--- config.mk ---
export PLATFORM = sky130hd
export DESIGN_NAME = tile_index_mapper
export DESIGN_NICKNAME = d
export VERILOG_FILES = /design/src/rtl/tiler_pkg.sv /design/src/rtl/tile_axis_quantizer.sv /design/src/rtl/tile_index_mapper.sv
export SDC_FILE = /design/constraint.sdc
export NUM_CORES = 1
export LEC_CHECK = 0
export ABC_AREA = 1
export CORE_AREA = 2 2 175 194
export DETAILED_ROUTE_END_ITERATION = 8
export DIE_AREA = 0 0 177 196
export PLACE_DENSITY = 0.84
export SYNTH_ARGS = -nofsm -noshare
export SYNTH_HDL_FRONTEND = slang
export SYNTH_SLANG_ARGS = --single-unit
--- constraint.sdc ---
create_clock -name clk -period 8.4 [get_ports clk]
set_input_delay 1.26 -clock clk [delete_from_list [all_inputs] [get_ports clk]]
set_output_delay 1.26 -clock clk [all_outputs]
set_load 0.02 [all_outputs]
--- src/rtl/tiler_pkg.sv ---
// Shared types and constants for the LiDAR tile index stage.
// Holds lane-slice widths, the grid-edge index and the per-beat config bundle.
package tiler_pkg;

    localparam int PKG_COORD_W = 16;
    localparam int PKG_IDX_W   = 4;
    localparam int PKG_SHIFT_W = 4;

    // Bits per lane in the packed coordinate and index buses
    localparam int LANE_COORD_W = 2 * PKG_COORD_W;
    localparam int LANE_IDX_W   = 2 * PKG_IDX_W;

    localparam logic [PKG_IDX_W-1:0] IDX_MAX = '1;

    typedef struct packed {
        logic signed [PKG_COORD_W-1:0] origin_x;
        logic signed [PKG_COORD_W-1:0] origin_y;
        logic [PKG_SHIFT_W-1:0]        shift;
        logic                          clamp;
    } cfg_t;

endpackage

--- src/rtl/tile_axis_quantizer.sv ---
// Combinational per-axis quantizer: q = d >>> shift, range check, clamp.
// Ports: d (signed offset), shift, clamp -> idx (tile index), oor (out of range).
module tile_axis_quantizer #(
    parameter int D_W     = 17,
    parameter int SHIFT_W = 4,
    parameter int IDX_W   = 4
) (
    input  logic signed [D_W-1:0] d,
    input  logic [SHIFT_W-1:0]    shift,
    input  logic                  clamp,
    output logic [IDX_W-1:0]      idx,
    output logic                  oor
);

    logic signed [D_W-1:0] q;
    logic                  neg;
    logic                  over;

    // Arithmetic shift fills with the sign, so huge shifts yield 0 or -1
    assign q    = d >>> shift;
    assign neg  = d[D_W-1];
    assign over = !neg && (q[D_W-1:IDX_W] != '0);
    assign oor  = neg || over;

    always_comb begin
        idx = q[IDX_W-1:0];
        if (oor) begin
            idx = (clamp && over) ? '1 : '0;
        end
    end

endmodule

--- src/rtl/tile_index_mapper.sv ---
// Two-stage tile index pipeline: S1 subtracts the grid origin, S2 quantizes.
// Ports: in_* beat + cfg_* (sampled on accept), out_* beat, oor_count stats.
module tile_index_mapper
    import tiler_pkg::*;
#(
    parameter int NUM_PTS = 4,
    parameter int COORD_W = PKG_COORD_W,
    parameter int IDX_W   = PKG_IDX_W,
    parameter int SHIFT_W = PKG_SHIFT_W,
    parameter int CNT_W   = 16
) (
    input  logic                          clk,
    input  logic                          reset,
    input  logic                          in_valid,
    output logic                          in_ready,
    input  logic [NUM_PTS*2*COORD_W-1:0]  in_coords,
    input  logic [NUM_PTS-1:0]            in_lane_mask,
    input  logic signed [COORD_W-1:0]     cfg_origin_x,
    input  logic signed [COORD_W-1:0]     cfg_origin_y,
    input  logic [SHIFT_W-1:0]            cfg_shift,
    input  logic                          cfg_clamp,
    output logic                          out_valid,
    input  logic                          out_ready,
    output logic [NUM_PTS*2*IDX_W-1:0]    out_tile_idx,
    output logic [NUM_PTS-1:0]            out_lane_mask,
    output logic [NUM_PTS-1:0]            out_oor,
    input  logic                          stats_clear,
    output logic [CNT_W-1:0]              oor_count
);

    localparam int D_W   = COORD_W + 1;
    localparam int LCW   = 2 * COORD_W;
    localparam int LIW   = 2 * IDX_W;
    localparam int POP_W = $clog2(NUM_PTS + 1);

    cfg_t                  cfg_in;
    logic                  s2_load;
    logic signed [D_W-1:0] dx [NUM_PTS];
    logic signed [D_W-1:0] dy [NUM_PTS];

    logic                  s1_valid;
    logic signed [D_W-1:0] s1_dx [NUM_PTS];
    logic signed [D_W-1:0] s1_dy [NUM_PTS];
    logic [NUM_PTS-1:0]    s1_mask;
    logic [SHIFT_W-1:0]    s1_shift;
    logic                  s1_clamp;

    logic [LIW-1:0]              lane_idx [NUM_PTS];
    logic [NUM_PTS-1:0]          nxt_mask;
    logic [NUM_PTS-1:0]          nxt_oor;
    logic [NUM_PTS*2*IDX_W-1:0]  nxt_idx;
    logic [POP_W-1:0]            oor_pop;
    logic [CNT_W:0]              cnt_sum;

    assign cfg_in = '{
        origin_x: cfg_origin_x,
        origin_y: cfg_origin_y,
        shift:    cfg_shift,
        clamp:    cfg_clamp
    };

    // No skid buffer: in_ready follows out_ready combinationally
    assign s2_load  = !out_valid || out_ready;
    assign in_ready = !s1_valid || s2_load;

    for (genvar i = 0; i < NUM_PTS; i++) begin : g_s1
        logic signed [COORD_W-1:0] x;
        logic signed [COORD_W-1:0] y;
        assign x = in_coords[i*LCW +: COORD_W];
        assign y = in_coords[i*LCW+COORD_W +: COORD_W];
        // One extra bit keeps the difference exact
        assign dx[i] = $signed({x[COORD_W-1], x})
                     - $signed({cfg_in.origin_x[COORD_W-1], cfg_in.origin_x});
        assign dy[i] = $signed({y[COORD_W-1], y})
                     - $signed({cfg_in.origin_y[COORD_W-1], cfg_in.origin_y});
    end

    always_ff @(posedge clk or posedge reset) begin
        if (reset) begin
            s1_valid <= 1'b0;
            s1_mask  <= '0;
            s1_shift <= '0;
            s1_clamp <= 1'b0;
            for (int i = 0; i < NUM_PTS; i++) begin
                s1_dx[i] <= '0;
                s1_dy[i] <= '0;
            end
        end else if (in_ready) begin
            s1_valid <= in_valid;
            if (in_valid) begin
                s1_mask  <= in_lane_mask;
                s1_shift <= cfg_in.shift;
                s1_clamp <= cfg_in.clamp;
                for (int i = 0; i < NUM_PTS; i++) begin
                    s1_dx[i] <= dx[i];
                    s1_dy[i] <= dy[i];
                end
            end
        end
    end

    for (genvar i = 0; i < NUM_PTS; i++) begin : g_s2
        logic [IDX_W-1:0] ix;
        logic [IDX_W-1:0] iy;
        logic             ox;
        logic             oy;
        logic             lane_oor;
        logic             keep;

        tile_axis_quantizer #(
            .D_W     (D_W),
            .SHIFT_W (SHIFT_W),
            .IDX_W   (IDX_W)
        ) u_qx (
            .d     (s1_dx[i]),
            .shift (s1_shift),
            .clamp (s1_clamp),
            .idx   (ix),
            .oor   (ox)
        );

        tile_axis_quantizer #(
            .D_W     (D_W),
            .SHIFT_W (SHIFT_W),
            .IDX_W   (IDX_W)
        ) u_qy (
            .d     (s1_dy[i]),
            .shift (s1_shift),
            .clamp (s1_clamp),
            .idx   (iy),
            .oor   (oy)
        );

        // Without clamping an OOR lane is dropped: mask cleared, both idx 0
        assign lane_oor    = s1_mask[i] & (ox | oy);
        assign keep        = s1_mask[i] & (s1_clamp | ~lane_oor);
        assign nxt_oor[i]  = lane_oor;
        assign nxt_mask[i] = keep;
        assign lane_idx[i] = keep ? {iy, ix} : '0;
    end

    always_comb begin
        nxt_idx = '0;
        for (int i = 0; i < NUM_PTS; i++) begin
            nxt_idx[i*LIW +: LIW] = lane_idx[i];
        end
    end

    always_ff @(posedge clk or posedge reset) begin
        if (reset) begin
            out_valid     <= 1'b0;
            out_tile_idx  <= '0;
            out_lane_mask <= '0;
            out_oor       <= '0;
        end else if (s2_load) begin
            out_valid <= s1_valid;
            if (s1_valid) begin
                out_tile_idx  <= nxt_idx;
                out_lane_mask <= nxt_mask;
                out_oor       <= nxt_oor;
            end
        end
    end

    always_comb begin
        oor_pop = '0;
        for (int i = 0; i < NUM_PTS; i++) begin
            oor_pop = oor_pop + POP_W'(out_oor[i]);
        end
    end

    assign cnt_sum = {1'b0, oor_count} + (CNT_W+1)'(oor_pop);

    always_ff @(posedge clk or posedge reset) begin
        if (reset) begin
            oor_count <= '0;
        end else if (stats_clear) begin
            oor_count <= '0;
        end else if (out_valid && out_ready) begin
            oor_count <= cnt_sum[CNT_W] ? '1 : cnt_sum[CNT_W-1:0];
        end
    end

endmodule

==> summary.md <==
The highest fanout seen on the critical path was 3. Setup repair after global routing left no endpoint under its margin. Once the clock tree was built, the setup fixing pass inserted 0 buffers. In this run the deepest clock path goes through 3 buffers. Clock tree synthesis found a total of 203 sinks. In this run the remaining antenna-violating nets after routing total 0. Counting every instance in the synthesized netlist gives 2894.

Final antenna diode count: 0. For the relative contribution of sequential cells to total power, the log shows 0.308. STA classifies the critical path endpoint as a primary output.

The fraction of layout cells with a size suffix above 1 was 0.0424. The area fraction of the dominant cell type after synthesis is 0.271, and the worst voltage drop across the vdd grid is 0.000160 V. The final number of hold-violating endpoints was 0; the pin count of the biggest net entering global routing was 131. The run gives 4.33 mW as the total power after layout.

For the routed wire length, the log shows 58.4 mm. The relative max-transition margin came out at 0.300. The number of violations reported at the end of detailed-routing iteration 0 is 1814.

After detailed routing, the number of vias per cell comes to 5.75. The count of cells in the finished layout, fillers not included, comes to 3496. The number of port buffers was 231. The detailed-route wire length per cell came out at 16.7 µm.

The tools report the number of global-route vias before repair as 18900. The filler cells instantiated in the layout total 3026. The worst reg-to-reg path cell count is 13. TritonCTS built the clock tree. The final clock period utilization by the worst path came out at 0.462. The via count was 20100.

The congestion estimate from routability-driven global placement came to 0.929. The clock tree root buffer cell is sky130_fd_sc_hd__clkbuf_16. The switching fraction of total power works out to 0.414. For this design the ratio of total power to cell area is 197 mW/mm². For the portion of total power attributed to the clock network, the log shows 0.265. STA classifies the critical path startpoint as an input port. The effective utilization at floorplan was 0.570; the x dimension of the die was 177 µm.

In the routed design, unresolved DRC markers number 0. Portion of total power attributed to combinational logic: 0.426. The flow ran to the end, and the final reports show no timing, DRC or antenna violations. The net count after synthesis was 3208; the relative area change from synthesis to final layout was 17.0%.

The number of antenna violations at the first check in global routing came out at 1. For the pin with the worst max-slew slack, the measured transition is 1050 ps. The logs give 0.334 for the global routing usage summed across all routing layers and 44 for the number of distinct library cell variants in the gate-level netlist after synthesis. 232 I/O pins were placed. Internal power comes to 2.54 mW. Most frequently used flop master after synthesis: sky130_fd_sc_hd__dfrtp_1. Final setup violation count: 0.

The register area share after synthesis was 0.271; the number of max-cap violations was 0. The final-report max-slew violation count came out at 0. For the final database, setup skew stands at 15.0 ps.

The area of the core came out at 0.0328 mm². Buffers inserted during clock tree synthesis total 23. Once routing completed, OpenROAD measured the worst setup slack at 4520 ps. Cell taking the most area after synthesis: sky130_fd_sc_hd__dfrtp_1. In the final design database the tool counted 3363 nets. The total of warnings raised by yosys is 0, and the H-tree depth reported by CTS is 1. The worst slack at placement is 4230 ps.

The fraction of registers with async set or reset after synthesis was 1.00. Counting I/O delays and the setup requirement, the final critical path takes 3880 ps. The number of synthesized flops with an enable pin was 0. The worst hold path was traced through 2 stages. Based on the critical path, the design can be clocked at up to 258 MHz. The average cell area after synthesis works out to 6.47 µm².

The run gives 0 as the number of buffers inserted for hold repair after clock tree synthesis. Ranked by total cell area, the synthesized netlist is headed by sky130_fd_sc_hd__dfrtp_1, sky130_fd_sc_hd__nand2_1, sky130_fd_sc_hd__ha_1. The half-perimeter wire length after detailed placement is 44.0 mm. Final design utilization: 0.668. The number of core rows came out at 70. The number of detailed-routing iterations run before antenna repair came out at 7.

Summing all multi-input logic gate instances after layout gives 0.0117 mm². Counting tap cells, the placed design contains a total of 3456 instances. The first global-routing pass estimated 94.1 mm of wire. For the switching power, the log shows 1.79 mW.

The remaining global-route overflow came out at 0. The critical path data required time is 7140 ps, and the number of storage elements in the synthesis netlist is 203. The run gives 11.1 nW as the static leakage. The path type of the worst min-delay path is flip-flop to flip-flop. Critical path class: input port to primary output.

The die extent in y was 196 µm. The die outline area is 0.0347 mm². Setup total negative slack on the finished layout was measured at 0 ps.

The total standard cell area after synthesis was 0.0187 mm². Data arrives at the worst endpoint at 2620 ps. Number of cells upsized or downsized after cts: 0. Clock transition at the registers of the reported paths: 60 ps. The sequential cells in the finished layout cover a total of 0.00508 mm². The clock reaches the later pin of the worst-skew pair after 520 ps.
## routing by layer
metal | track usage | vias up | share of wire
li1 | - | 9878 | -
met1 | 0.448 | 9287 | 0.43
met2 | 0.563 | 825 | 0.48
met3 | 0.0378 | 123 | 0.065
met4 | 0.103 | 0 | 0.030
met5 | 0 | - | 0
## state kept, by name (all words and copies together), names as in the netlist
signal	cells
out_oor	4
out_tile_idx	32
s1_dx	68
s1_mask	4
out_lane_mask	4
s1_valid	1
s1_clamp	1
out_valid	1
s1_dy	68
oor_count	16
s1_shift	4
## worst max-delay path: stages
cell and delay [ps]:
sky130_fd_sc_hd__clkdlybuf4s50_1 480, sky130_fd_sc_hd__inv_1 60, sky130_fd_sc_hd__nand3_1 170, sky130_fd_sc_hd__clkdlybuf4s50_1 660
## final timing paths
kind	startpoint	end	slack (ps)
worst max-delay path	out_ready	in_ready	4520
worst min-delay path	out_tile_idx[23]	out_tile_idx[23]	480
worst max register to register	s1_shift[0]	out_tile_idx[7]	4960
worst min register to register	out_tile_idx[23]	out_tile_idx[23]	480
max in group asynchronous	reset	oor_count[2]	5550
min in group asynchronous	reset	oor_count[11]	1310
## stage by stage
| stage | hold WS (ps) | instance area [µm²] |
|---|---|---|
| final | 482 | 21900 |
| after global routing | 502 | 21900 |
| after CTS | 484 | 21900 |
| after detailed placement | 467 | 21100 |
| after global placement | 462 | 21100 |
| after floorplan | 446 | 18700 |
## synth_stat cells, types with 35 or more instances
library cell,count
sky130_fd_sc_hd__a31oi_1,48
sky130_fd_sc_hd__or2_2,36
sky130_fd_sc_hd__ha_1,129
sky130_fd_sc_hd__inv_1,342
sky130_fd_sc_hd__o211ai_1,38
sky130_fd_sc_hd__clkbuf_1,53
sky130_fd_sc_hd__nand2_1,902
sky130_fd_sc_hd__a21oi_1,129
sky130_fd_sc_hd__nand3_1,296
sky130_fd_sc_hd__nor2_1,129
sky130_fd_sc_hd__buf_2,35
sky130_fd_sc_hd__o21ai_1,45
sky130_fd_sc_hd__dfrtp_1,203
sky130_fd_sc_hd__o22ai_1,37
sky130_fd_sc_hd__o21ai_0,232
## layout make-up
cell class | instances | area share
inverters | 349 | 0.0604
multi-input cells | 2229 | 0.535
clock inverters | 15 | 0.0110
well taps | 432 | 0.0246
clock buffers | 25 | 0.0275
repair buffers | 243 | 0.110
flip-flops and latches | 203 | 0.232
## layout by cell type, fill, tap and decap left out, types with 4 or more instances in the layout
cell type,n
sky130_fd_sc_hd__buf_4,12
sky130_fd_sc_hd__xnor2_1,17
sky130_fd_sc_hd__o21ai_1,45
sky130_fd_sc_hd__xor2_1,33
sky130_fd_sc_hd__o21ai_2,9
sky130_fd_sc_hd__nand3_1,296
sky130_fd_sc_hd__inv_1,340
sky130_fd_sc_hd__a31o_2,5
sky130_fd_sc_hd__o22ai_1,37
sky130_fd_sc_hd__clkinv_2,4
sky130_fd_sc_hd__nor2_1,129
sky130_fd_sc_hd__o21a_1,7
sky130_fd_sc_hd__nand2_4,4
sky130_fd_sc_hd__o211ai_1,38
sky130_fd_sc_hd__nand2_2,13
sky130_fd_sc_hd__nand4_1,31
sky130_fd_sc_hd__a21boi_0,10
sky130_fd_sc_hd__o21ai_0,232
sky130_fd_sc_hd__dfrtp_1,201
sky130_fd_sc_hd__nand3b_1,5
sky130_fd_sc_hd__nand2_1,901
sky130_fd_sc_hd__nor3_1,23
sky130_fd_sc_hd__a31oi_1,48
sky130_fd_sc_hd__fa_1,11
sky130_fd_sc_hd__ha_1,129
sky130_fd_sc_hd__a21o_1,8
sky130_fd_sc_hd__a21oi_1,129
sky130_fd_sc_hd__or2_2,36
sky130_fd_sc_hd__o21bai_1,20
sky130_fd_sc_hd__clkbuf_16,23
sky130_fd_sc_hd__bufinv_16,6
sky130_fd_sc_hd__clkinv_1,5
sky130_fd_sc_hd__clkdlybuf4s50_1,231
## power groups by stage
| stage | registers, mW | logic [mW] | clock network [mW] |
|---|---|---|---|
| after floorplan | 1.31 | 1.31 | 0 |
| after global placement | 1.34 | 1.76 | 0 |
| after detailed placement | 1.35 | 1.80 | 0 |
| after CTS | 1.33 | 1.82 | 1.16 |
| after global routing | 1.35 | 2.08 | 1.20 |
| final | 1.33 | 1.85 | 1.15 |
## logic make-up (layout without fill, tap and decap cells)
family	count (synthesis)	count (layout)	synth area share
compound gates	595	595	0.180
xor+xnor	50	50	0.0234
fa+ha+maj	140	140	0.0979
buf+inv	462	632	0.103
flops	203	203	0.271
mux	2	2	0.00107
simple gates	1442	1442	0.324
Power figures use the tool's default switching activity.
